`src/rtl/matmul_sp_writeback.sv`:
```
// Captures a finished C matrix and streams it row by row into the scratchpad write port.
// Define SP_WB_FLAGS_STICKY_EN to make flags_o accumulate across captures until clr_flags_i.
module matmul_sp_writeback #(
  parameter int DATA_WIDTH  = 8,
  parameter int BUS_WIDTH   = 16,
  parameter int SP_NTARGETS = 4,
  parameter int ADDR_WIDTH  = 3,
  localparam int MAX_DIM    = BUS_WIDTH / DATA_WIDTH,
  localparam int EW         = 2 * DATA_WIDTH,
  localparam int MAT_W      = MAX_DIM * MAX_DIM * EW,
  localparam int ROW_W      = MAX_DIM * EW,
  localparam int NFLAGS     = MAX_DIM * MAX_DIM,
  localparam int TGT_W      = (SP_NTARGETS > 1) ? $clog2(SP_NTARGETS) : 1
) (
  input  logic                  clk_i,
  input  logic                  rst_ni,
  input  logic                  enable_w_i,
  input  logic [MAT_W-1:0]      c_matrix_i,
  input  logic [NFLAGS-1:0]     flags_i,
  input  logic [2:0]            n_dim_i,
  input  logic [2:0]            m_dim_i,
  input  logic [TGT_W-1:0]      sp_target_i,
  input  logic                  sp_ready_i,
  input  logic                  clr_flags_i,
  output logic                  sp_we_o,
  output logic [ADDR_WIDTH-1:0] sp_addr_o,
  output logic [ROW_W-1:0]      sp_wdata_o,
  output logic [NFLAGS-1:0]     flags_o,
  output logic                  busy_o,
  output logic                  done_o,
  output logic                  overrun_o
);

  localparam logic [2:0] MAX_DIM3 = 3'(MAX_DIM);

  typedef enum logic [1:0] {
    ST_IDLE  = 2'd0,
    ST_WRITE = 2'd1,
    ST_DONE  = 2'd2
  } state_t;

  state_t           state_reg;
  logic [MAT_W-1:0] mat_reg;
  logic [2:0]       n_reg;
  logic [2:0]       m_reg;
  logic [TGT_W-1:0] tgt_reg;
  logic [2:0]       row_reg;
  logic [2:0]       row_next;
  logic [2:0]       n_clamp;
  logic [2:0]       m_clamp;
  logic             capture;

  assign n_clamp  = (n_dim_i > MAX_DIM3) ? MAX_DIM3 : n_dim_i;
  assign m_clamp  = (m_dim_i > MAX_DIM3) ? MAX_DIM3 : m_dim_i;
  assign capture  = enable_w_i && (state_reg == ST_IDLE);
  assign row_next = row_reg + 3'd1;

`ifndef SP_WB_FLAGS_STICKY_EN
  logic unused_clr_flags;
  assign unused_clr_flags = clr_flags_i;
`endif

  function automatic logic [ADDR_WIDTH-1:0] row_addr(input logic [TGT_W-1:0] tgt,
                                                     input logic [2:0] row);
    int unsigned a;
    a = 32'(tgt) * MAX_DIM + 32'(row);
    return a[ADDR_WIDTH-1:0];
  endfunction

  // Columns at or beyond m are zeroed so stale matrix contents never reach the scratchpad.
  function automatic logic [ROW_W-1:0] row_data(input logic [MAT_W-1:0] mat,
                                                input logic [2:0] row,
                                                input logic [2:0] m);
    logic [ROW_W-1:0] r;
    int idx;
    r = '0;
    for (int j = 0; j < MAX_DIM; j++) begin
      idx = int'(row) * MAX_DIM + j;
      if ((j < int'(m)) && (idx < NFLAGS)) r[j*EW +: EW] = mat[idx*EW +: EW];
    end
    return r;
  endfunction

  always_ff @(posedge clk_i or negedge rst_ni) begin
    if (!rst_ni) begin
      state_reg  <= ST_IDLE;
      mat_reg    <= '0;
      n_reg      <= '0;
      m_reg      <= '0;
      tgt_reg    <= '0;
      row_reg    <= '0;
      sp_we_o    <= 1'b0;
      sp_addr_o  <= '0;
      sp_wdata_o <= '0;
      flags_o    <= '0;
      busy_o     <= 1'b0;
      done_o     <= 1'b0;
      overrun_o  <= 1'b0;
    end else begin
      overrun_o <= enable_w_i && (state_reg != ST_IDLE);
      done_o    <= 1'b0;

`ifdef SP_WB_FLAGS_STICKY_EN
      // Clear takes effect before the new flags are merged in.
      if (capture)          flags_o <= (clr_flags_i ? '0 : flags_o) | flags_i;
      else if (clr_flags_i) flags_o <= '0;
`else
      if (capture)          flags_o <= flags_i;
`endif

      case (state_reg)
        ST_IDLE: begin
          if (capture) begin
            mat_reg <= c_matrix_i;
            n_reg   <= n_clamp;
            m_reg   <= m_clamp;
            tgt_reg <= sp_target_i;
            row_reg <= '0;
            if (n_clamp == 3'd0) begin
              state_reg <= ST_DONE;
              done_o    <= 1'b1;
            end else begin
              state_reg  <= ST_WRITE;
              sp_we_o    <= 1'b1;
              busy_o     <= 1'b1;
              sp_addr_o  <= row_addr(sp_target_i, 3'd0);
              sp_wdata_o <= row_data(c_matrix_i, 3'd0, m_clamp);
            end
          end
        end
        ST_WRITE: begin
          if (sp_ready_i) begin
            row_reg <= row_next;
            if (row_reg == n_reg - 3'd1) begin
              state_reg  <= ST_DONE;
              sp_we_o    <= 1'b0;
              busy_o     <= 1'b0;
              done_o     <= 1'b1;
              sp_addr_o  <= '0;
              sp_wdata_o <= '0;
            end else begin
              sp_addr_o  <= row_addr(tgt_reg, row_next);
              sp_wdata_o <= row_data(mat_reg, row_next, m_reg);
            end
          end
        end
        ST_DONE: begin
          state_reg <= ST_IDLE;
        end
        default: begin
          state_reg <= ST_IDLE;
        end
      endcase
    end
  end

endmodule

```
`config.mk`:
```
export PLATFORM = sky130hd
export DESIGN_NAME = matmul_sp_writeback
export DESIGN_NICKNAME = d
export VERILOG_FILES = /design/src/rtl/matmul_sp_writeback.sv
export SDC_FILE = /design/constraint.sdc
export NUM_CORES = 1
export LEC_CHECK = 0
export ABC_AREA = 1
export ABC_CLOCK_PERIOD_IN_PS = 3300
export BUFFER_PORTS_ARGS = -buffer_cell sky130_fd_sc_hd__buf_4
export CAP_MARGIN = 15
export CORE_MARGIN = 1
export CORE_UTILIZATION = 59
export CTS_CLUSTER_SIZE = 20
export DETAILED_ROUTE_END_ITERATION = 12
export PLACE_DENSITY = 0.95
export SLEW_MARGIN = 5
export SYNTH_ARGS = -nofsm -noshare
export SYNTH_HDL_FRONTEND = slang
export SYNTH_SLANG_ARGS = --single-unit
```
`constraint.sdc`:
```
create_clock -name clk_i -period 3.3 [get_ports clk_i]
set_input_delay 0.66 -clock clk_i [delete_from_list [all_inputs] [get_ports clk_i]]
set_output_delay 0.66 -clock clk_i [all_outputs]
set_load 0.03 [all_outputs]
```
==> flow_summary.toml <==
[logic_synthesis]
yosys.area.top_type_share_pct = 51.8
synth_area_per_cell_sq_um = 7.80
syn-num-nets = 821
synth_area_leader_cell = "dfrtp_1"
synth_area_sq_um = 5750
synth-seq-cells = 119
yosysWarnings = 0
synthTopCellsByArea = "dfrtp_1 (52%), nand2_1 (14%), nor2_1 (7.1%)"
synthCells = 737
synth.distinct_cells = 24
ys_seq_area_share_pct = 51.8

[timing]
timing.final.crit_period_ps = 2560
hold_viol_final = 0
hold_ws_ps = 156
setup-violations-final = 0
timing.slew.headroom_pct = 32.0
tightestPinTransition_ps = 1020
finalMaxSlewViolations = 0
setup_tns_ps = 0
max_freq_mhz = 390
fin_ws_ps = 735
rsz0062_at_grt = "no"
fin_skew_ps = 11.2
finalCritPeriodShare_pct = 77.7

[floorplan]
die-width_microns = 101
design.die.area_sq_um = 10100
rows = 35
ios = 124
die_y_microns = 101
start_util_pct = 61.6
core_area_sq_um = 9330

[setup_path]
worstPathCellList = "ha_1, nand2_1, nand2_1, nand3_1, nor2_1, nand3_1, a21oi_1"
crit_required_ps = 3730
worstSetupEndpointType = "flip-flop"
worstSetupPathType = "flip-flop to flip-flop"
r2r_start = "row_reg[0]"
arrival_ps = 3000
cp_slowest_stage_delay_ps = 810
worst_path_max_delay_cell = "dfrtp_1"
worst-path-max-fanout = 18
r2r_end = "sp_wdata_o[10]"
worstRegToRegCells = 7
rrSetupSlack_ps = 740
start_kind = "flip-flop"

[clocking]
worstSkewPairLatency_ps = 520
h-tree-depth = 4
cts_setup_buffers = 0
post_cts_resized = 0
cts_tree = "yes"
postCtsHoldBufs = 0
cts.clk_slew.worst_paths_ps = 60
cts_buffers = 17
clockRootBuffer = "clkbuf_8"
clock-sinks = 119
clock_path_buffers = 2

[placement]
place.gp.congestion = 0.872
port_buffers = 122
place_hpwl_mm = 9.51
dp_slack_ps = 890

[grt]
grt_first_pass_wirelength_mm = 25.8
globalRouteTotalUtil_pct = 33.3
antenna_found_initial = 0
grt_start_max_net_pins = 74
grt-ovfl-total = 0
grt_pass1_vias = 5481

[power_and_ir_drop]
switching_power_mw = 3.47
p_sw_share_pct = 42.8
p_int_mw = 4.63
power_density_nw_per_um2 = 1110
power_frac_clock_pct = 24.9
totalPowerFinal_mw = 8.10
p_leak_nw = 3.69
ir_worst_vdd_v = 0.000613
p_comb_share_pct = 43.0
p_seq_share_pct = 32.1

[job]
max-cap-violations = 0

[detailed_routing]
drc_errors = 0
drtIter0Drc = 452
wirelength_mm = 15.9
vias = 5532
first_pass_iters = 5
routed_via_density = 5.63
wl_per_cell_microns = 16.2
ant_nets = 0

[layout]
mostFrequentLayoutCells = "nand2_1 (215), buf_4 (126), dfrtp_1 (119)"
postLayoutCoreUtil_pct = 78.4
fill_cells = 604
largest_reg_flops = 64
antenna_cells = 0
nets = 924
drive_gt1_share_pct = 20.0
mostFrequentLayoutCell = "nand2_1"
area_growth_pct = 27.2

[run_status]
status = "finished clean"

[min_path]
hold_class = "input port to asynchronous set/reset pin"
==> worst max-delay path by stage <==
stage / start / to / cells after the start
floorplan: m_dim_i[2] / sp_wdata_o[10] / 7
global placement: row_reg[0] / sp_wdata_o[8] / 6
detailed placement: row_reg[0] / sp_wdata_o[20] / 7
CTS: row_reg[0] / sp_wdata_o[10] / 7
global route: row_reg[0] / sp_wdata_o[25] / 7
finish: row_reg[0] / sp_wdata_o[10] / 7
==> synthesized netlist by cell type <==
master,instances
inv_2,1
inv_6,1
xnor2_1,2
nor2_2,2
dfrtp_1,119
o21ai_0,38
nand2_4,1
buf_6,3
nor2_4,2
inv_1,52
nand3_1,42
buf_1,4
buf_4,1
buf_2,21
ha_1,3
a21boi_0,32
nand2_2,3
a21oi_1,36
nand2_1,215
clkinv_1,1
a21oi_2,3
nor2_1,109
clkbuf_1,14
nor3_1,32
==> per-layer routing <==
| metal | global-route usage [%] | up-vias | part of all wire (%) |
|---|---|---|---|
| met3 | 8.11 | 39 | 8.6 |
| li1 | - | 2538 | - |
| met2 | 55.8 | 328 | 51 |
| met5 | 0 | - | 0 |
| met1 | 40.5 | 2627 | 38 |
| met4 | 16.4 | 0 | 2.2 |
==> worst max-delay path: cells and delay by family (launching register included) <==
family                     cells  cell delay (ps)
AOI/OAI and AO/OA              1              210
adders and majority gates      1              320
and+or+nand+nor                5             1150
DFF                            1              810
==> metrics by stage <==
step                      cells  area [sq um]
after CTS                   982          7310
after global routing        982          7310
after detailed placement    950          6670
final                       982          7310
after global placement      950          6670
after floorplan             737          5750
==> cell type report <==
| type | count | area (sq um) | area share (%) |
|---|---|---|---|
| Clock inverter | 12 | 198 | 2.71 |
| Multi-Input combinational cell | 520 | 2350 | 32.1 |
| Sequential cell | 119 | 2980 | 40.7 |
| Inverter | 55 | 211 | 2.89 |
| Tap cell | 129 | 161 | 2.21 |
| Timing Repair Buffer | 127 | 966 | 13.2 |
| Clock buffer | 20 | 445 | 6.09 |
==> power by group through the flow <==
stage                     Combinational (mW)  Sequential (mW)  Clock (mW)
after global routing                    3.81             2.66        2.10
final                                   3.48             2.60        2.02
after global placement                  3.26             2.54           0
after floorplan                         1.95             2.97           0
after CTS                               3.45             2.59        2.02
after detailed placement                3.39             2.58           0
==> logic make-up after synthesis <==
kind of cell	share of synthesized area [%]
xor gates and xnor gates	0.305
AOI/OAI and AO/OA	11.1
DFF	51.8
adders and majority gates	0.653
and+or+nand+nor	28.7
buffers and inverters	7.40
No activity file was read; power rests on OpenSTA's default activity.
